==> config.mk <==
export PLATFORM = sky130hd
export DESIGN_NAME = alu_shift_seq
export DESIGN_NICKNAME = d
export VERILOG_FILES = /design/src/rtl/alu_shift_seq.sv
export SDC_FILE = /design/constraint.sdc
export NUM_CORES = 1
export LEC_CHECK = 0
export ABC_AREA = 1
export CORE_MARGIN = 8
export CORE_UTILIZATION = 40
export DETAILED_ROUTE_END_ITERATION = 10
export GPL_TIMING_DRIVEN = 0
export PLACE_DENSITY = 0.79
export SLEW_MARGIN = 10
export SYNTH_ARGS = -nofsm -noshare
export SYNTH_HDL_FRONTEND = slang
export SYNTH_SLANG_ARGS = --single-unit
==> constraint.sdc <==
create_clock -name clk -period 1.6 [get_ports clk]
set_input_delay 0.16 -clock clk [delete_from_list [all_inputs] [get_ports clk]]
set_output_delay 0.16 -clock clk [all_outputs]
set_load 0.01 [all_outputs]
==> src/rtl/alu_shift_seq.sv <==
// Shift-instruction sequencer: owns the ALU for one RLC/RRC/RL/RR/SLA/SRA/SWAP/SRL
// request, steps it through LOAD and RESULT, and returns byte + flags on a valid/ready port.
module alu_shift_seq #(
  parameter bit HOLD_IDLE = 1'b1
) (
  input  logic       clk,
  input  logic       nreset,
  input  logic       req_valid,
  output logic       req_ready,
  input  logic [2:0] req_op,
  input  logic [7:0] req_data,
  input  logic       req_c,
  output logic       rsp_valid,
  input  logic       rsp_ready,
  output logic [7:0] rsp_data,
  output logic       rsp_z,
  output logic       rsp_n,
  output logic       rsp_h,
  output logic       rsp_c,
  output logic [7:0] alu_op,
  output logic       alu_si,
  output logic [1:0] alu_sh,
  output logic [1:0] alu_oe,
  output logic [1:0] alu_la,
  output logic [1:0] alu_lb,
  output logic       alu_r,
  output logic       alu_s,
  output logic       alu_v,
  output logic       alu_ne,
  output logic       alu_ci,
  output logic       alu_l,
  output logic       alu_h,
  input  logic [7:0] alu_result,
  input  logic       alu_zero,
  input  logic       alu_shift_dbl
);

  // state  | meaning
  // IDLE   | ready for a request, ALU released
  // LOAD   | operand on bus, shifter selected, shifted-out bit captured as C
  // RESULT | shifter result enabled onto output, result and Z captured
  // DONE   | response valid, waiting for rsp_ready

  // ALU control encodings (shared with alu.svh)
  localparam logic [1:0] L_SH    = 2'b01;
  localparam logic [1:0] R_SH    = 2'b10;
  localparam logic [1:0] SWAP_SH = 2'b11;
  localparam logic [1:0] SH_OE   = 2'b01;
  localparam logic [1:0] RES_OE  = 2'b10;
  localparam logic [1:0] BUS_LD  = 2'b01;
  localparam logic [1:0] NO_LD   = 2'b11;

  localparam logic [2:0] OP_RLC  = 3'd0;
  localparam logic [2:0] OP_RRC  = 3'd1;
  localparam logic [2:0] OP_RL   = 3'd2;
  localparam logic [2:0] OP_RR   = 3'd3;
  localparam logic [2:0] OP_SLA  = 3'd4;
  localparam logic [2:0] OP_SRA  = 3'd5;
  localparam logic [2:0] OP_SWAP = 3'd6;
  localparam logic [2:0] OP_SRL  = 3'd7;

  typedef enum logic [1:0] {IDLE, LOAD, RESULT, DONE} state_t;

  typedef struct packed {
    logic [7:0] op;
    logic       si;
    logic [1:0] sh;
    logic [1:0] oe;
    logic [1:0] la;
    logic [1:0] lb;
    logic       r, s, v, ne, ci, l, h;
  } alu_ctl_t;

  localparam alu_ctl_t CTL_IDLE = '{8'h00, 1'b0, 2'b00, 2'b00, NO_LD, NO_LD,
                                    1'b0, 1'b0, 1'b0, 1'b0, 1'b0, 1'b0, 1'b0};

  state_t   state, state_nxt;
  alu_ctl_t ctl_q, ctl_nxt;
  logic     swap_q;
  logic [1:0] sh_dec;
  logic       si_dec;

  always_comb begin
    sh_dec = L_SH;
    si_dec = 1'b0;
    case (req_op)
      OP_RLC:  begin sh_dec = L_SH;    si_dec = req_data[7]; end
      OP_RRC:  begin sh_dec = R_SH;    si_dec = req_data[0]; end
      OP_RL:   begin sh_dec = L_SH;    si_dec = req_c;       end
      OP_RR:   begin sh_dec = R_SH;    si_dec = req_c;       end
      OP_SLA:  begin sh_dec = L_SH;    si_dec = 1'b0;        end
      OP_SRA:  begin sh_dec = R_SH;    si_dec = req_data[7]; end
      OP_SWAP: begin sh_dec = SWAP_SH; si_dec = 1'b0;        end
      OP_SRL:  begin sh_dec = R_SH;    si_dec = 1'b0;        end
      default: ;
    endcase
  end

  always_ff @(posedge clk or negedge nreset) begin
    if (!nreset) state <= IDLE;
    else         state <= state_nxt;
  end

  // ALU controls are registered from the next state so each phase's values
  // are stable for its whole cycle.
  always_comb begin
    state_nxt = state;
    ctl_nxt   = ctl_q;
    case (state)
      IDLE: begin
        if (HOLD_IDLE) ctl_nxt = CTL_IDLE;
        if (req_valid) begin
          state_nxt = LOAD;
          ctl_nxt   = '{req_data, si_dec, sh_dec, SH_OE, BUS_LD, BUS_LD,
                        1'b1, 1'b1, 1'b1, 1'b0, 1'b0, 1'b1, 1'b0};
        end
      end
      LOAD: begin
        state_nxt = RESULT;
        ctl_nxt.oe = RES_OE;
        ctl_nxt.la = NO_LD;
        ctl_nxt.lb = NO_LD;
        ctl_nxt.l  = 1'b0;
        ctl_nxt.h  = 1'b1;
      end
      RESULT: begin
        state_nxt = DONE;
        if (HOLD_IDLE) ctl_nxt = CTL_IDLE;
      end
      DONE: begin
        if (HOLD_IDLE) ctl_nxt = CTL_IDLE;
        if (rsp_ready) state_nxt = IDLE;
      end
      default: state_nxt = IDLE;
    endcase
  end

  always_ff @(posedge clk or negedge nreset) begin
    if (!nreset) begin
      ctl_q     <= CTL_IDLE;
      swap_q    <= 1'b0;
      rsp_valid <= 1'b0;
      rsp_data  <= 8'h00;
      rsp_z     <= 1'b0;
      rsp_c     <= 1'b0;
    end else begin
      ctl_q <= ctl_nxt;
      case (state)
        IDLE:   if (req_valid) swap_q <= (req_op == OP_SWAP);
        LOAD:   rsp_c <= swap_q ? 1'b0 : alu_shift_dbl;
        RESULT: begin
          rsp_data  <= alu_result;
          rsp_z     <= alu_zero;
          rsp_valid <= 1'b1;
        end
        DONE:   if (rsp_ready) rsp_valid <= 1'b0;
        default: ;
      endcase
    end
  end

  assign req_ready = (state == IDLE);
  assign rsp_n     = 1'b0;
  assign rsp_h     = 1'b0;

  assign alu_op = ctl_q.op;
  assign alu_si = ctl_q.si;
  assign alu_sh = ctl_q.sh;
  assign alu_oe = ctl_q.oe;
  assign alu_la = ctl_q.la;
  assign alu_lb = ctl_q.lb;
  assign alu_r  = ctl_q.r;
  assign alu_s  = ctl_q.s;
  assign alu_v  = ctl_q.v;
  assign alu_ne = ctl_q.ne;
  assign alu_ci = ctl_q.ci;
  assign alu_l  = ctl_q.l;
  assign alu_h  = ctl_q.h;

  a_z_matches_data: assert property (@(posedge clk) disable iff (!nreset)
    (state == DONE) |-> (rsp_z == (rsp_data == 8'h00)));

endmodule

==> results_tabular.tex, run 1 <==
\begin{tabular}{lr}
\hline
Metric & Value \\
\hline
\multicolumn{2}{l}{\textbf{Outcome}} \\
\quad Outcome & finished clean \\
\multicolumn{2}{l}{\textbf{Layout}} \\
\quad Antenna fix cells & 0 \\
\quad Net count of the finished layout & about 230 \\
\quad Finished Cell Area & slightly above 2000 um\^{}2 \\
\quad Leading cell type in the layout, fill and taps excluded & clkdlybuf4s50\_1 \\
\quad Commonest non-fill, non-tap cells in the layout & 53 x clkdlybuf4s50\_1, 29 x nand2\_1, 28 x dfrtp\_1, 11 x buf\_4, 10 x nand3\_1 \\
\quad Fraction of final layout cells with drive strength greater than 1 & 0.200 \\
\quad Area growth, synth to finish & 53.7\% \\
\multicolumn{2}{l}{\textbf{Die}} \\
\quad Core Area & 3080 um\^{}2 \\
\quad Width of the die & approximately 73 um \\
\quad Top-level I/O count & 64 \\
\quad Die Outline Area & 5360 um\^{}2 \\
\quad Row count & 20 \\
\quad Effective utilization at floorplan & 0.426 \\
\quad Vertical extent of the die & approximately 73 um \\
\multicolumn{2}{l}{\textbf{Place}} \\
\quad Number of buffers added on ports & 57 \\
\quad RePlAce Congestion & 0.804 \\
\quad HPWL after DPL & around 2.6 mm \\
\quad DP Area & between 1500 and 2000 um\^{}2 \\
\quad Setup WS pre-CTS & -0.0892 ns \\
\multicolumn{2}{l}{\textbf{Route}} \\
\quad Metal3 WL & 506 um \\
\quad DR iter-0 viols & 54 \\
\quad Top metal layer carrying routed signals & met4 \\
\quad Routed met2 length & roughly 1.5 mm \\
\quad Post-DR vias/cell & 4.57 \\
\quad Residual antenna-violating net count after detailed routing & 0 \\
\quad First-pass detailed-route iteration total & 4 \\
\quad Drt drc & 0 \\
\quad Final wirelength & 3.18 mm \\
\quad M1 wire length & between 1 and 1.5 mm \\
\quad Via total after detailed routing & $\sim$1,100 \\
\quad Drt wl/cell & 13.3 um \\
\multicolumn{2}{l}{\textbf{Worst setup path}} \\
\quad R2R Path Start & state[0] \\
\quad Worst r2r path cells & 4 \\
\quad Reg-to-reg endpoint & rsp\_data[3] \\
\quad Cells along the critical path & buf\_4, clkdlybuf4s50\_1 \\
\quad Worst setup slack for register-to-register paths & around 0.15 ns \\
\quad Crit path capture type & output port \\
\quad Crit path arrival time & 1.35 ns \\
\quad Largest fanout on the critical path & 4 \\
\quad Setup crit start kind & register \\
\quad Worst setup path category & register to output port \\
\quad Slowest stage delay, CP & 0.53 ns \\
\quad Critical path's slowest cell & clkdlybuf4s50\_1 \\
\quad Required time worst endpoint & about 1.4 ns \\
\multicolumn{2}{l}{\textbf{CTS}} \\
\quad H-tree levels & 2 \\
\quad Reg clk slew, reported paths & approximately 0.09 ns \\
\quad Clock tree from TritonCTS & built \\
\quad Num Clock Sinks & 29 \\
\quad Setup Buffers After CTS & 0 \\
\quad Max clock buf depth & 2 \\
\quad Num CTS Buffers & 5 \\
\quad Root buffer cell & clkbuf\_4 \\
\quad Skew-Pair Late Insertion Delay & approximately 0.32 ns \\
\multicolumn{2}{l}{\textbf{Global route}} \\
\quad Pin count of the biggest net entering global routing & 30 \\
\quad GR Overflow Total & 0 \\
\quad Global-route wire length before repair & approximately 5.2 mm \\
\quad Number of global-route vias before repair & around 1,100 \\
\quad Antenna violations before repair & 0 \\
\quad Overall routing resource usage & 0.123 \\
\multicolumn{2}{l}{\textbf{STA}} \\
\quad Minimum period implied by the final worst setup slack & about 1.5 ns \\
\quad Final worst setup slack & 0.0856 ns \\
\quad Worst rel slew slack & 0.587 \\
\quad Portion of the clock cycle consumed by the worst path in the final layout & 0.947 \\
\quad Transition at the pin with the smallest max-transition slack & between 0.6 and 0.7 ns \\
\quad Setup-failing EPs final & 0 \\
\quad Number of hold violations in the final report & 0 \\
\quad Worst clock skew & 0.00760 ns \\
\quad Max Transition Viols Final & 0 \\
\quad RSZ-0062 raised after global routing & no \\
\quad Highest clock rate & 660 MHz \\
\multicolumn{2}{l}{\textbf{Pwr}} \\
\quad Combinational share of power & 0.524 \\
\quad Power per unit of standard cell area & 1710 nW/um\^{}2 \\
\quad VDD IR max & $\sim$0.00084 V \\
\quad Sw power & roughly 0.0012 W \\
\quad Switching part of the total power & 0.358 \\
\quad Power, Total & $\sim$0.0035 W \\
\quad Share of total power in sequential cells & 0.356 \\
\quad Internal power consumption & 0.00222 W \\
\quad Share of total power in the clock network & 0.120 \\
\quad Leakage power & between 0.9 and 1 nW \\
\multicolumn{2}{l}{\textbf{Logic synthesis}} \\
\quad Post-Synthesis Mean Instance Area & roughly 10 um\^{}2 \\
\quad Cell area after technology mapping & about 1300 um\^{}2 \\
\quad Top cells by area in the synthesized netlist & dfrtp\_1 53\%, nand2\_1 8.3\%, mux2\_2 7.7\%, buf\_4 6.3\%, ha\_1 4.8\% \\
\quad Warnings, synthesis & 0 \\
\quad Share of the synthesized area in the top cell type & 0.535 \\
\quad Portion of the post-synthesis area used by sequential elements & 0.555 \\
\quad Library cell with the largest summed area after synthesis & dfrtp\_1 \\
\quad Synthesized netlist cell count & 125 \\
\quad Distinct cells, synth & 19 \\
\quad Number of flip-flops and latches in the synthesized netlist & 29 \\
\multicolumn{2}{l}{\textbf{Flow run}} \\
\quad Number of max-capacitance violations reported & 0 \\
\multicolumn{2}{l}{\textbf{Worst hold path}} \\
\quad Hold path cells & 3 \\
\quad Hold endpoint & alu\_op[2] \\
\quad Hold Startpoint & req\_data[2] \\
\quad Tightest Hold Check Type & primary input to register \\
\hline
\end{tabular}
per-layer routing:
layer,global-route usage,vias to the layer above
li1,-,526
met1,0.120,507
met2,0.207,56
met3,0.0824,3
met4,0.0356,0
met5,0,-
worst max-delay path, delay by kind of cell (launching register included):
kind | cells | cell delay, ns
buffers and inverters | 2 | 0.65
DFF | 1 | 0.39
kinds of logic after synthesis:
group	after synthesis	synth area share
AND/OR/NAND/NOR	46	0.160
buffers and inverters	21	0.0984
other	2	0.00573
multiplexers	9	0.0774
AO/OA/AOI/OAI	13	0.0554
flip-flops	29	0.555
adder cells (fa/ha/maj)	5	0.0478
metrics by stage:
step           utilization  cells  TNS (ns)  hold slack, ns
2_1_floorplan            -    129         0          -0.136
3_3_place_gp         0.634    230     -1.88           0.458
3_5_place_dp         0.634    230     -2.47           0.465
4_1_cts              0.652    238         0           0.371
5_1_grt              0.654    239         0           0.379
6_report             0.654    239         0           0.385
flip-flops by register name (all words and copies together) (netlist names):
signal,cells
state,2
alu_op,8
swap_q,1
alu_si,1
rsp_valid,1
alu_h,1
rsp_c,1
rsp_data,8
alu_sh,2
rsp_z,1
alu_oe,1
alu_la,1
alu_r,1
synth_stat cells:
cell,number
a21oi_1,6
buf_4,11
nand2_4,1
o21ai_0,5
buf_6,1
mux2_2,9
dfrtp_1,28
nand2_1,29
o21ai_2,1
dfstp_2,1
a22o_1,1
ha_1,5
nor2_1,3
conb_1,2
nor2_2,1
nand3_1,10
inv_1,8
buf_2,1
nor2_4,2
cell type report:
class	instances	area, um^2
fill	249	1060
clock buffer	5	37.5
sequential	29	727
clock inverter	3	17.5
multi-input combinational	79	472
buffer	13	98.8
tap	44	55.1
inverter	8	30.0
timing repair buffer	58	576
worst max path at each step:
stage                     startpoint  slack, ns           to  cells past startpoint
final                          alu_r       0.09        alu_v                      2
after detailed placement      nreset      -0.09  rsp_data[2]                      1
after global placement        nreset      -0.07  rsp_data[2]                      1
after floorplan             state[0]       0.27  rsp_data[0]                      4
after CTS                  alu_la[1]       0.02    alu_la[1]                      1
after global routing        state[0]      0.006    req_ready                      3
power by group through the flow:
stage	logic, W	clock network, W	registers [W]
after detailed placement	0.00184	0	0.00125
after global routing	0.00198	0.000485	0.00127
final	0.00181	0.000415	0.00123
after global placement	0.00180	0	0.00122
after floorplan	0.000802	0	0.00135
after CTS	0.00184	0.000440	0.00123
repair_timing:
action | 4_1_cts | 5_1_grt
pin swaps | 0 | 0
cloned | 0 | 0
endpoints found under the hold margin | 0 | 28
setup endpoints to repair | 2 | 2
hold buffers | 0 | 1
resized for setup | 3 | 2
No activity file was read; power rests on OpenSTA's default activity.
==> run 2, diff against run 1 <==
--- a/config.mk
+++ b/config.mk
@@ -6,7 +6,7 @@
 export NUM_CORES = 1
 export LEC_CHECK = 0
 export ABC_AREA = 1
-export CORE_MARGIN = 8
+export CORE_MARGIN = 2
 export CORE_UTILIZATION = 40
 export DETAILED_ROUTE_END_ITERATION = 10
 export GPL_TIMING_DRIVEN = 0
==> results_tabular.tex, run 2 (synthesized netlist as in run 1, its figures left out) <==
\begin{tabular}{lr}
\hline
Metric & Value \\
\hline
\multicolumn{2}{l}{\textbf{Die}} \\
\quad Top-level I/O count & 64 (unchanged) \\
\quad Die Outline Area & 3750 um\^{}2 (-30\%) \\
\quad Row count & 20 (unchanged) \\
\quad Core Area & 3080 um\^{}2 (unchanged) \\
\quad Vertical extent of the die & 61.2 um (-16\%) \\
\quad Effective utilization at floorplan & 0.426 (unchanged) \\
\quad Width of the die & 61.2 um (-16\%) \\
\multicolumn{2}{l}{\textbf{CTS}} \\
\quad Max clock buf depth & 2 (unchanged) \\
\quad Num CTS Buffers & 5 (unchanged) \\
\quad Skew-Pair Late Insertion Delay & 0.33 ns (about the same) \\
\quad Num Clock Sinks & 29 (unchanged) \\
\quad Reg clk slew, reported paths & 0.09 ns (about the same) \\
\quad Clock tree from TritonCTS & built \\
\quad Root buffer cell & clkbuf\_4 \\
\quad H-tree levels & 2 (unchanged) \\
\multicolumn{2}{l}{\textbf{Pwr}} \\
\quad Power per unit of standard cell area & 1790 nW/um\^{}2 (+4.5\%) \\
\quad Leakage power & 0.982 nW (+2.6\%) \\
\quad VDD IR max & 0.000991 V (+18\%) \\
\multicolumn{2}{l}{\textbf{STA}} \\
\quad Worst rel slew slack & 0.575 (-0.0124) \\
\quad Max Transition Viols Final & 0 (unchanged) \\
\quad Total negative slack for setup checks & 0 ns (unchanged) \\
\quad Highest clock rate & 663 MHz (+0.41\%) \\
\quad Number of hold violations in the final report & 0 (unchanged) \\
\quad Setup-failing EPs final & 0 (unchanged) \\
\quad Worst clock skew & 0.0115 ns (+0.00393 ns) \\
\quad Portion of the clock cycle consumed by the worst path in the final layout & 0.943 (-0.00384) \\
\quad Transition at the pin with the smallest max-transition slack & 0.638 ns (+0.0186 ns) \\
\quad Minimum period implied by the final worst setup slack & 1.51 ns (-0.00615 ns) \\
\multicolumn{2}{l}{\textbf{Layout}} \\
\quad Leading cell type in the layout, fill and taps excluded & clkdlybuf4s50\_1 \\
\quad Net count of the finished layout & 227 (+0.89\%) \\
\quad Final Non-Filler Cells & 241 (+0.84\%) \\
\quad Antenna fix cells & 0 (unchanged) \\
\quad Final core area utilization & 0.669 (+0.0146) \\
\quad Fraction of final layout cells with drive strength greater than 1 & 0.203 (+0.00305) \\
\quad Filler cell count in the final layout & 278 (+12\%) \\
\quad Area growth, synth to finish & 57.1\% \\
\quad Commonest non-fill, non-tap cells in the layout & 53 x clkdlybuf4s50\_1, 29 x nand2\_1, 28 x dfrtp\_1, 13 x buf\_4, 10 x nand3\_1 \\
\multicolumn{2}{l}{\textbf{Worst setup path}} \\
\quad Slowest stage delay, CP & 0.52 ns (about the same) \\
\quad Crit path arrival time & 1.35 ns (about the same) \\
\quad Crit path capture type & output port \\
\quad Cells along the critical path & buf\_4, clkdlybuf4s50\_1 \\
\quad Setup crit start kind & register \\
\quad Critical path buffer and inverter count & 2 (unchanged) \\
\quad Largest fanout on the critical path & 4 (unchanged) \\
\quad Top delay family on crit path & buffers and inverters \\
\quad Worst setup path category & register to output port \\
\quad Critical path's slowest cell & clkdlybuf4s50\_1 \\
\quad Required time worst endpoint & 1.44 ns (about the same) \\
\multicolumn{2}{l}{\textbf{Route}} \\
\quad Final wirelength & 2.99 mm (-6.1\%) \\
\quad DR iter-0 viols & 123 (+130\%) \\
\quad Residual antenna-violating net count after detailed routing & 0 (unchanged) \\
\quad First-pass detailed-route iteration total & 4 (unchanged) \\
\quad Via total after detailed routing & 1,115 (+2.1\%) \\
\quad Post-DR vias/cell & 4.63 (+1.3\%) \\
\quad Drt wl/cell & 12.4 um (-6.9\%) \\
\quad Drt drc & 0 (unchanged) \\
\multicolumn{2}{l}{\textbf{Global route}} \\
\quad Antenna violations before repair & 0 (unchanged) \\
\quad Number of global-route vias before repair & 1,077 (-5.6\%) \\
\quad Met3 global-route usage & 0.0840 (+0.00162) \\
\quad Routing layer with the top usage in global route & met2 \\
\quad GR Overflow Total & 0 (unchanged) \\
\quad Global-route wire length before repair & 4.73 mm (-8.6\%) \\
\quad Pin count of the biggest net entering global routing & 30 (unchanged) \\
\quad Overall routing resource usage & 0.175 (+0.0523) \\
\quad Global-route met2 utilization & 0.310 (+0.103) \\
\quad Met1 global-route usage & 0.187 (+0.0669) \\
\multicolumn{2}{l}{\textbf{Place}} \\
\quad Number of buffers added on ports & 57 (unchanged) \\
\quad RePlAce Congestion & 0.794 (-1.3\%) \\
\quad Number of cells after detailed placement & 230 (unchanged) \\
\quad HPWL after DPL & 2.26 mm (-12\%) \\
\multicolumn{2}{l}{\textbf{Worst hold path}} \\
\quad Tightest Hold Check Type & primary input to register \\
\multicolumn{2}{l}{\textbf{Outcome}} \\
\quad Outcome & finished clean \\
\multicolumn{2}{l}{\textbf{Flow run}} \\
\quad Number of max-capacitance violations reported & 0 (unchanged) \\
\hline
\end{tabular}
run 2: cell count changes in the layout (fill, tap and decap cells not counted), sizes merged:
cell,previous run,this run
buf,14,16
clkbuf,5,7
clkinv,2,0
bufinv,0,1
clkinvlp,1,0
run 2: final timing paths:
path,startpoint,to,slack [ns],cells past startpoint
worst min-delay path,req_data[1],alu_op[1],0.38,3
worst max-delay path,alu_r,alu_s,0.09,2
worst max register to register,state[0],alu_si,0.18,7
worst min register to register,alu_op[0],alu_op[0],0.49,2
max in group asynchronous,nreset,rsp_data[3],0.79,2
min in group asynchronous,nreset,alu_op[0],0.39,2
run 2: what timing repair did:
action                                 in CTS  in global routing
endpoints found under the hold margin       0                 28
hold buffers                                0                  1
setup endpoints to repair                   2                  3
pin swaps                                   0                  0
setup buffers                               1                  1
gates resized for setup                     4                  1
run 2: per-stage QoR:
stage	total power (W)	worst slack (ns)	instance area, um^2	hold WS [ns]
after floorplan	0.00216	0.274	1330	-0.136
after global placement	0.00299	-0.0697	1950	0.459
after detailed placement	0.00307	-0.123	1950	0.468
after CTS	0.00372	0.0302	2040	0.380
after global routing	0.00396	-0.000176	2060	0.389
final	0.00369	0.0917	2060	0.380
run 2: layout make-up:
type / count / area (um^2) / share of cell area
Timing Repair Buffer: 60 / 591 / 0.287
Inverter: 8 / 30.0 / 0.0146
Sequential cell: 29 / 727 / 0.353
Buffer: 13 / 98.8 / 0.0480
Clock buffer: 7 / 55.1 / 0.0267
Multi-Input combinational cell: 79 / 472 / 0.229
Tap cell: 44 / 55.1 / 0.0267
Clock inverter: 1 / 30.0 / 0.0146
run 2: report_power, final:
part	switching, W	leakage, nW	total [W]	internal [W]
Sequential	0.000167	0.364	0.00121	0.00105
Clock	0.000248	0.0455	0.000621	0.000373
Combinational	0.000819	0.572	0.00185	0.00103
Total	0.00123	0.982	0.00369	0.00245
run 2: worst reg2reg max path, stage by stage, from the launching register on:
cell and delay [ns]:
dfrtp_1 0.39, buf_4 0.15, ha_1 0.27, nor2_4 0.27, nand2_4 0.09, nor2_2 0.08, nand3_1 0.06, nand2_1 0.06
run 2: layer usage:
metal | vias up | routed length (um)
met5 | - | 0
met4 | 0 | 14
met3 | 7 | 339
met2 | 63 | 1490
met1 | 518 | 1150
li1 | 527 | -
